File: config.mk
export PLATFORM = sky130hd
export DESIGN_NAME = instr_decoder_pipe
export DESIGN_NICKNAME = d
export VERILOG_FILES = /design/src/rtl/instr_decoder_pipe.sv
export SDC_FILE = /design/constraint.sdc
export NUM_CORES = 1
export LEC_CHECK = 0
export ABC_AREA = 1
export CAP_MARGIN = 20
export CORE_ASPECT_RATIO = 1.1
export CORE_MARGIN = 10
export CORE_UTILIZATION = 53
export DETAILED_ROUTE_END_ITERATION = 10
export PLACE_DENSITY = 0.9
export SETUP_SLACK_MARGIN = 0.2
export SLEW_MARGIN = 20
export SYNTH_ARGS = -nofsm -noshare
export SYNTH_HDL_FRONTEND = slang
export SYNTH_SLANG_ARGS = --single-unit
File: constraint.sdc
create_clock -name clk -period 3.6 [get_ports clk]
set_input_delay 0.72 -clock clk [delete_from_list [all_inputs] [get_ports clk]]
set_output_delay 0.72 -clock clk [all_outputs]
set_load 0.01 [all_outputs]
File: src/rtl/instr_decoder_pipe.sv
// Two-stage (IR -> EX) instruction decoder with valid/ready intake, stall, flush-on-jump
// and a retired-instruction counter. Decoded datapath controls are registered in EX.
module instr_decoder_pipe #(
    parameter int DATA_W = 4,
    parameter int CNT_W  = 16
) (
    input  logic                clk,
    input  logic                reset_n,
    input  logic [DATA_W+3:0]   instr_in,
    input  logic                instr_valid,
    output logic                instr_ready,
    input  logic                stall,
    input  logic                flush,
    output logic [DATA_W+3:0]   ir,
    output logic                out_valid,
    output logic                jmp,
    output logic                jmp_nz,
    output logic [DATA_W-1:0]   imm,
    output logic                i_sel,
    output logic                x_sel,
    output logic                y_sel,
    output logic [3:0]          source_sel,
    output logic [8:0]          reg_en,
    output logic [3:0]          nop,
    output logic [CNT_W-1:0]    instr_count
);

    localparam int IW = DATA_W + 4;

    logic [IW-1:0]     ir_q, ir_d;
    logic              ir_valid_q, ir_valid_d;
    logic              ex_valid_q, ex_valid_d;
    logic [8:0]        ex_reg_en_q, ex_reg_en_d;
    logic [3:0]        ex_src_q, ex_src_d;
    logic              ex_jmp_q, ex_jmp_d;
    logic              ex_jmp_nz_q, ex_jmp_nz_d;
    logic [3:0]        ex_nop_q, ex_nop_d;
    logic              ex_i_sel_q, ex_i_sel_d;
    logic              ex_x_sel_q, ex_x_sel_d;
    logic              ex_y_sel_q, ex_y_sel_d;
    logic [DATA_W-1:0] ex_imm_q, ex_imm_d;
    logic [CNT_W-1:0]  cnt_q, cnt_d;

    logic [2:0]        ld_dst, mv_dst, mv_src;
    logic [7:0]        op_byte;
    logic [8:0]        dec_reg_en;
    logic [3:0]        dec_src;
    logic              dec_i_sel, dec_jmp, dec_jmp_nz;
    logic [3:0]        dec_nop;

    // Decode of the IR-stage word
    always_comb begin
        ld_dst     = ir_q[IW-2:IW-4];
        mv_dst     = ir_q[IW-3:IW-5];
        mv_src     = ir_q[IW-6:IW-8];
        op_byte    = ir_q[IW-1:IW-8];
        dec_reg_en = 9'h000;
        dec_src    = 4'd8;
        dec_i_sel  = 1'b1;
        dec_jmp    = 1'b0;
        dec_jmp_nz = 1'b0;
        dec_nop    = {op_byte == 8'hDF, op_byte == 8'hD8, op_byte == 8'hCF, op_byte == 8'hC8};
        if (!ir_q[IW-1]) begin
            if (ld_dst == 3'd7)      dec_reg_en = 9'h0C0;
            else if (ld_dst == 3'd4) dec_reg_en = 9'h100;
            else                     dec_reg_en = 9'h001 << ld_dst;
            if (ld_dst == 3'd6)      dec_i_sel = 1'b0;
        end else if (!ir_q[IW-2]) begin
            if (mv_dst == 3'd4 && mv_src == 3'd4)
                dec_reg_en = 9'h100;
            else if (mv_dst == 3'd7 || (mv_src == 3'd7 && mv_dst != 3'd6))
                dec_reg_en = (9'h001 << mv_dst) | 9'h040;
            else if (mv_dst == 3'd4)
                dec_reg_en = 9'h100;
            else
                dec_reg_en = 9'h001 << mv_dst;
            if (mv_src == mv_dst) dec_src = (mv_src == 3'd4) ? 4'd4 : 4'd9;
            else                  dec_src = {1'b0, mv_src};
            if (mv_dst == 3'd6)   dec_i_sel = 1'b0;
        end else if (!ir_q[IW-3]) begin
            dec_reg_en = 9'h010;
        end else if (!ir_q[IW-4]) begin
            dec_jmp = 1'b1;
        end else begin
            dec_jmp_nz = 1'b1;
        end
    end

    // Pipeline advance: flush beats stall; stall freezes everything
    always_comb begin
        ir_d        = ir_q;
        ir_valid_d  = ir_valid_q;
        ex_valid_d  = ex_valid_q;
        ex_reg_en_d = ex_reg_en_q;
        ex_src_d    = ex_src_q;
        ex_jmp_d    = ex_jmp_q;
        ex_jmp_nz_d = ex_jmp_nz_q;
        ex_nop_d    = ex_nop_q;
        ex_i_sel_d  = ex_i_sel_q;
        ex_x_sel_d  = ex_x_sel_q;
        ex_y_sel_d  = ex_y_sel_q;
        ex_imm_d    = ex_imm_q;
        cnt_d       = cnt_q;
        if (flush || (!stall && !ir_valid_q)) begin
            ex_valid_d  = 1'b0;
            ex_reg_en_d = 9'h000;
            ex_src_d    = 4'd8;
            ex_jmp_d    = 1'b0;
            ex_jmp_nz_d = 1'b0;
            ex_nop_d    = 4'h0;
            ex_i_sel_d  = 1'b1;
            ex_x_sel_d  = 1'b0;
            ex_y_sel_d  = 1'b0;
        end else if (!stall) begin
            ex_valid_d  = 1'b1;
            ex_reg_en_d = dec_reg_en;
            ex_src_d    = dec_src;
            ex_jmp_d    = dec_jmp;
            ex_jmp_nz_d = dec_jmp_nz;
            ex_nop_d    = dec_nop;
            ex_i_sel_d  = dec_i_sel;
            ex_x_sel_d  = ir_q[IW-4];
            ex_y_sel_d  = ir_q[IW-5];
            ex_imm_d    = ir_q[DATA_W-1:0];
            cnt_d       = cnt_q + CNT_W'(1);
        end
        if (flush) begin
            ir_valid_d = 1'b0;
        end else if (!stall) begin
            ir_valid_d = instr_valid;
            if (instr_valid) ir_d = instr_in;
        end
    end

    // Reset drives a datapath-clearing pattern for the first edge
    always_ff @(posedge clk or negedge reset_n) begin
        if (!reset_n) begin
            ir_q        <= '0;
            ir_valid_q  <= 1'b0;
            ex_valid_q  <= 1'b0;
            ex_reg_en_q <= 9'h1FF;
            ex_src_q    <= 4'd10;
            ex_jmp_q    <= 1'b0;
            ex_jmp_nz_q <= 1'b0;
            ex_nop_q    <= 4'h0;
            ex_i_sel_q  <= 1'b0;
            ex_x_sel_q  <= 1'b0;
            ex_y_sel_q  <= 1'b0;
            ex_imm_q    <= '0;
            cnt_q       <= '0;
        end else begin
            ir_q        <= ir_d;
            ir_valid_q  <= ir_valid_d;
            ex_valid_q  <= ex_valid_d;
            ex_reg_en_q <= ex_reg_en_d;
            ex_src_q    <= ex_src_d;
            ex_jmp_q    <= ex_jmp_d;
            ex_jmp_nz_q <= ex_jmp_nz_d;
            ex_nop_q    <= ex_nop_d;
            ex_i_sel_q  <= ex_i_sel_d;
            ex_x_sel_q  <= ex_x_sel_d;
            ex_y_sel_q  <= ex_y_sel_d;
            ex_imm_q    <= ex_imm_d;
            cnt_q       <= cnt_d;
        end
    end

    assign instr_ready = !stall;
    assign ir          = ir_q;
    assign out_valid   = ex_valid_q;
    assign reg_en      = stall ? 9'h000 : ex_reg_en_q;
    assign jmp         = ex_jmp_q & ~stall;
    assign jmp_nz      = ex_jmp_nz_q & ~stall;
    assign imm         = ex_imm_q;
    assign i_sel       = ex_i_sel_q;
    assign x_sel       = ex_x_sel_q;
    assign y_sel       = ex_y_sel_q;
    assign source_sel  = ex_src_q;
    assign nop         = ex_nop_q;
    assign instr_count = cnt_q;

endmodule

==> run summary <==
Die Wd = 87.0 um
# DRC = 0
Largest family of logic cells by synthesized area = simple AND/OR/NAND/NOR gates
Vias in the first global route = 2361
CTS root buf = clkbuf_8
Synthesized instance count = 324
Crit-path leading delay family = buffers and inverters
Share of cells above drive strength 1 = 8.57%
Std-Cell Rows = 26
Max-slew violation count = 0
Placer Congestion = 0.900
Synth Area in Adders = 0.478%
Setup TNS = 0 ns
Antenna violations before repair = 0
Cts hold-fix bufs = 0
Final WS setup = 0.686 ns
Nets = 398
Routed WL = 6910 um
1st-iter DRT viols = 189
Final critical-path required period = 2.91 ns
CTS tree = built
Path depth of the worst reg2reg path = 6
Switching Share = 31.1%
Final setup viols = 0
Die area = 8150 um2
ANT cells = 0
Synth Area in Compound Gates = 9.57%
WL per Instance = 15.7 um
Critical path launch point type = primary input
Worst path required time = 2.88 ns
Post-synthesis sequential area ratio = 50.3%
Initial Utilization = 55.4%
Critical path's slowest cell = clkdlybuf4s50_1
Final Util = 71.6%
Hold Violations, Final = 0
Max Cap Viol = 0
Internal reg-to-reg setup slack = 2.11 ns
Worst-path clk slew = 0.10 ns
Syn Nets = 338
Combinational Power Share = 24.3%
Clock power frac = 27.7%
Sequential share of power = 48.0%
Largest net degree at the start of global routing = 53
CP Max Fanout = 14
Critical Path Source = stall
Worst Skew = 0.0179 ns
Worst-Margin Slew = 0.626 ns
Mapped cell area = 2620 um2
Post_cts resized = 0
CP Capture Type = output port
# H-tree levels = 2
Mean Syn Cell Area = 8.07 um2
Worst min path class = primary input to async pin
Critical path type = primary input to output port
Setup Buffers After CTS = 0
Peak supply drop = 0.287 mV
Mux contribution to synthesized area = 0.431%
Internal Power = 1.05 mW
Max clock buf depth = 2
CTS sink count = 52
Yosys cell types = 32
Number of detailed-route iterations in the first pass = 5
Top Ports = 65
RR Startpoint = ir_valid_q
Arrival @ worst endpoint = 2.19 ns
I/O Buffers = 64
CTS Buf Count = 5
Worst Path Buf+Inv = 2
Synth-to-layout area growth = 29.2%
CORE AREA = 4720 um2
Post-place setup slack = 0.697 ns
CP most frequent cell = clkdlybuf4s50_1
Worst-Skew Late Latency = 0.32 ns
Antenna Violating Nets Remaining = 0
Worst slew margin = 58.3%
RSZ-0062 raised after global routing = false
Post-DP HPWL = 5070 um
Die height = 93.7 um
P per Cell Area = 450 nW/um2
Total gr overflow = 0
Reg2reg end = source_sel[2]
Vias per cell = 5.41
NetSw = 472 uW
Period utilization = 80.9%
Synth Register Bits = 52
First-pass GRT wire length = 11300 um
Slowest stage delay, CP = 0.69 ns
Simple-gate share of the synthesized area = 28.0%
Synth warn = 0
Via count = 2388
Post-Synth XOR/XNOR Area = 3.35%
Global Route Usage Sum = 17.1%
Status = finished clean
Leakage = 1.50 nW
Fmax = 0.343 GHz
CP Cell Sequence = clkdlybuf4s50_1 -> nor2_1 -> clkdlybuf4s50_1
-- routing by layer --
metal	GRT usage, %	wire (um)
met5	0	0
met4	6.62	136
met3	6.08	593
met2	28.8	3340
met1	19.1	2830
-- power groups by stage --
stage	Clock, mW	Combinational (mW)	Sequential (mW)
global placement	0	0.355	0.733
detailed placement	0	0.370	0.736
global route	0.453	0.409	0.739
floorplan	0	0.175	0.735
CTS	0.426	0.373	0.726
finish	0.421	0.370	0.729
-- synthesized netlist by cell type (all sizes together) --
library cell,n,area [um2]
o22ai,3,18.8
a21oi,11,55.1
nor3b,1,12.5
nand3,18,95.1
dfstp,11,289
xor2,5,43.8
o32ai,1,8.76
buf,9,58.8
clkbuf,2,7.51
dfrtp,41,1030
inv,37,139
nor2,49,216
mux2,1,11.3
nand4,5,31.3
o21ai,24,120
nand2,90,348
o31ai,4,40.0
a21boi,1,7.51
ha,1,12.5
nor3,3,15.0
nand3b,2,15.0
xnor2,5,43.8
-- sequential cells by signal (all words and copies together) (netlist names), 4 cells and up --
register	count
ir	8
ex_reg_en_q	9
instr_count	16
imm	4
source_sel	4
nop	4
-- cells in the final DEF, fill, tap and decap left out, drive strengths merged --
cell           netlist  layout
nor2                49      49
nor3                 3       3
o21ai               24      24
clkbuf               2       6
mux2                 1       1
xnor2                5       5
dfstp               11      11
dfrtp               41      41
nand2               90      90
nand3b               2       2
clkinv               0       1
a21boi               1       1
nor3b                1       1
nand3               18      18
nand4                5       5
xor2                 5       5
bufinv               0       1
o32ai                1       1
clkdlybuf4s50        0      63
buf                  9       1
ha                   1       1
a21oi               11      11
o31ai                4       4
o22ai                3       3
inv                 37      37
-- worst max-delay path by stage --
stage | to | slack, ns | cells past startpoint
finish | reg_en[6] | 0.69 | 3
CTS | jmp | 0.69 | 3
global placement | jmp | 0.73 | 3
floorplan | reg_en[0] | 1.79 | 2
detailed placement | jmp | 0.70 | 3
global route | reg_en[3] | 0.58 | 3
-- area by class of cell --
type | instances | area, um2
clock buffers | 6 | 82.6
clock inverters | 2 | 38.8
fillers | 348 | 1340
inverters | 37 | 139
multi-input cells | 224 | 1090
flip-flops and latches | 52 | 1320
well taps | 56 | 70.1
repair buffers | 64 | 638
-- kinds of logic after synthesis --
logic type                 Yosys count
buffers and inverters               48
and+or+nand+nor                    168
DFF                                 52
xor gates and xnor gates            10
muxes                                1
AOI/OAI and AO/OA                   44
adders and majority gates            1
-- metrics by stage --
step	hold WS, ns	power [mW]	instances	instance area (um2)
2_1_floorplan	0.424	0.910	324	2620
3_3_place_gp	0.454	1.09	433	3250
3_5_place_dp	0.471	1.11	433	3250
4_1_cts	0.492	1.53	441	3380
5_1_grt	0.439	1.60	441	3380
6_report	0.406	1.52	441	3380
-- worst reg2reg max path: cells and delay by family (launching register included) --
kind | cells | cell delay (ns)
and+or+nand+nor | 4 | 0.50
DFF | 1 | 0.43
buffers and inverters | 1 | 0.43
AOI/OAI and AO/OA | 1 | 0.08
No activity file was read; power rests on OpenSTA's default activity.
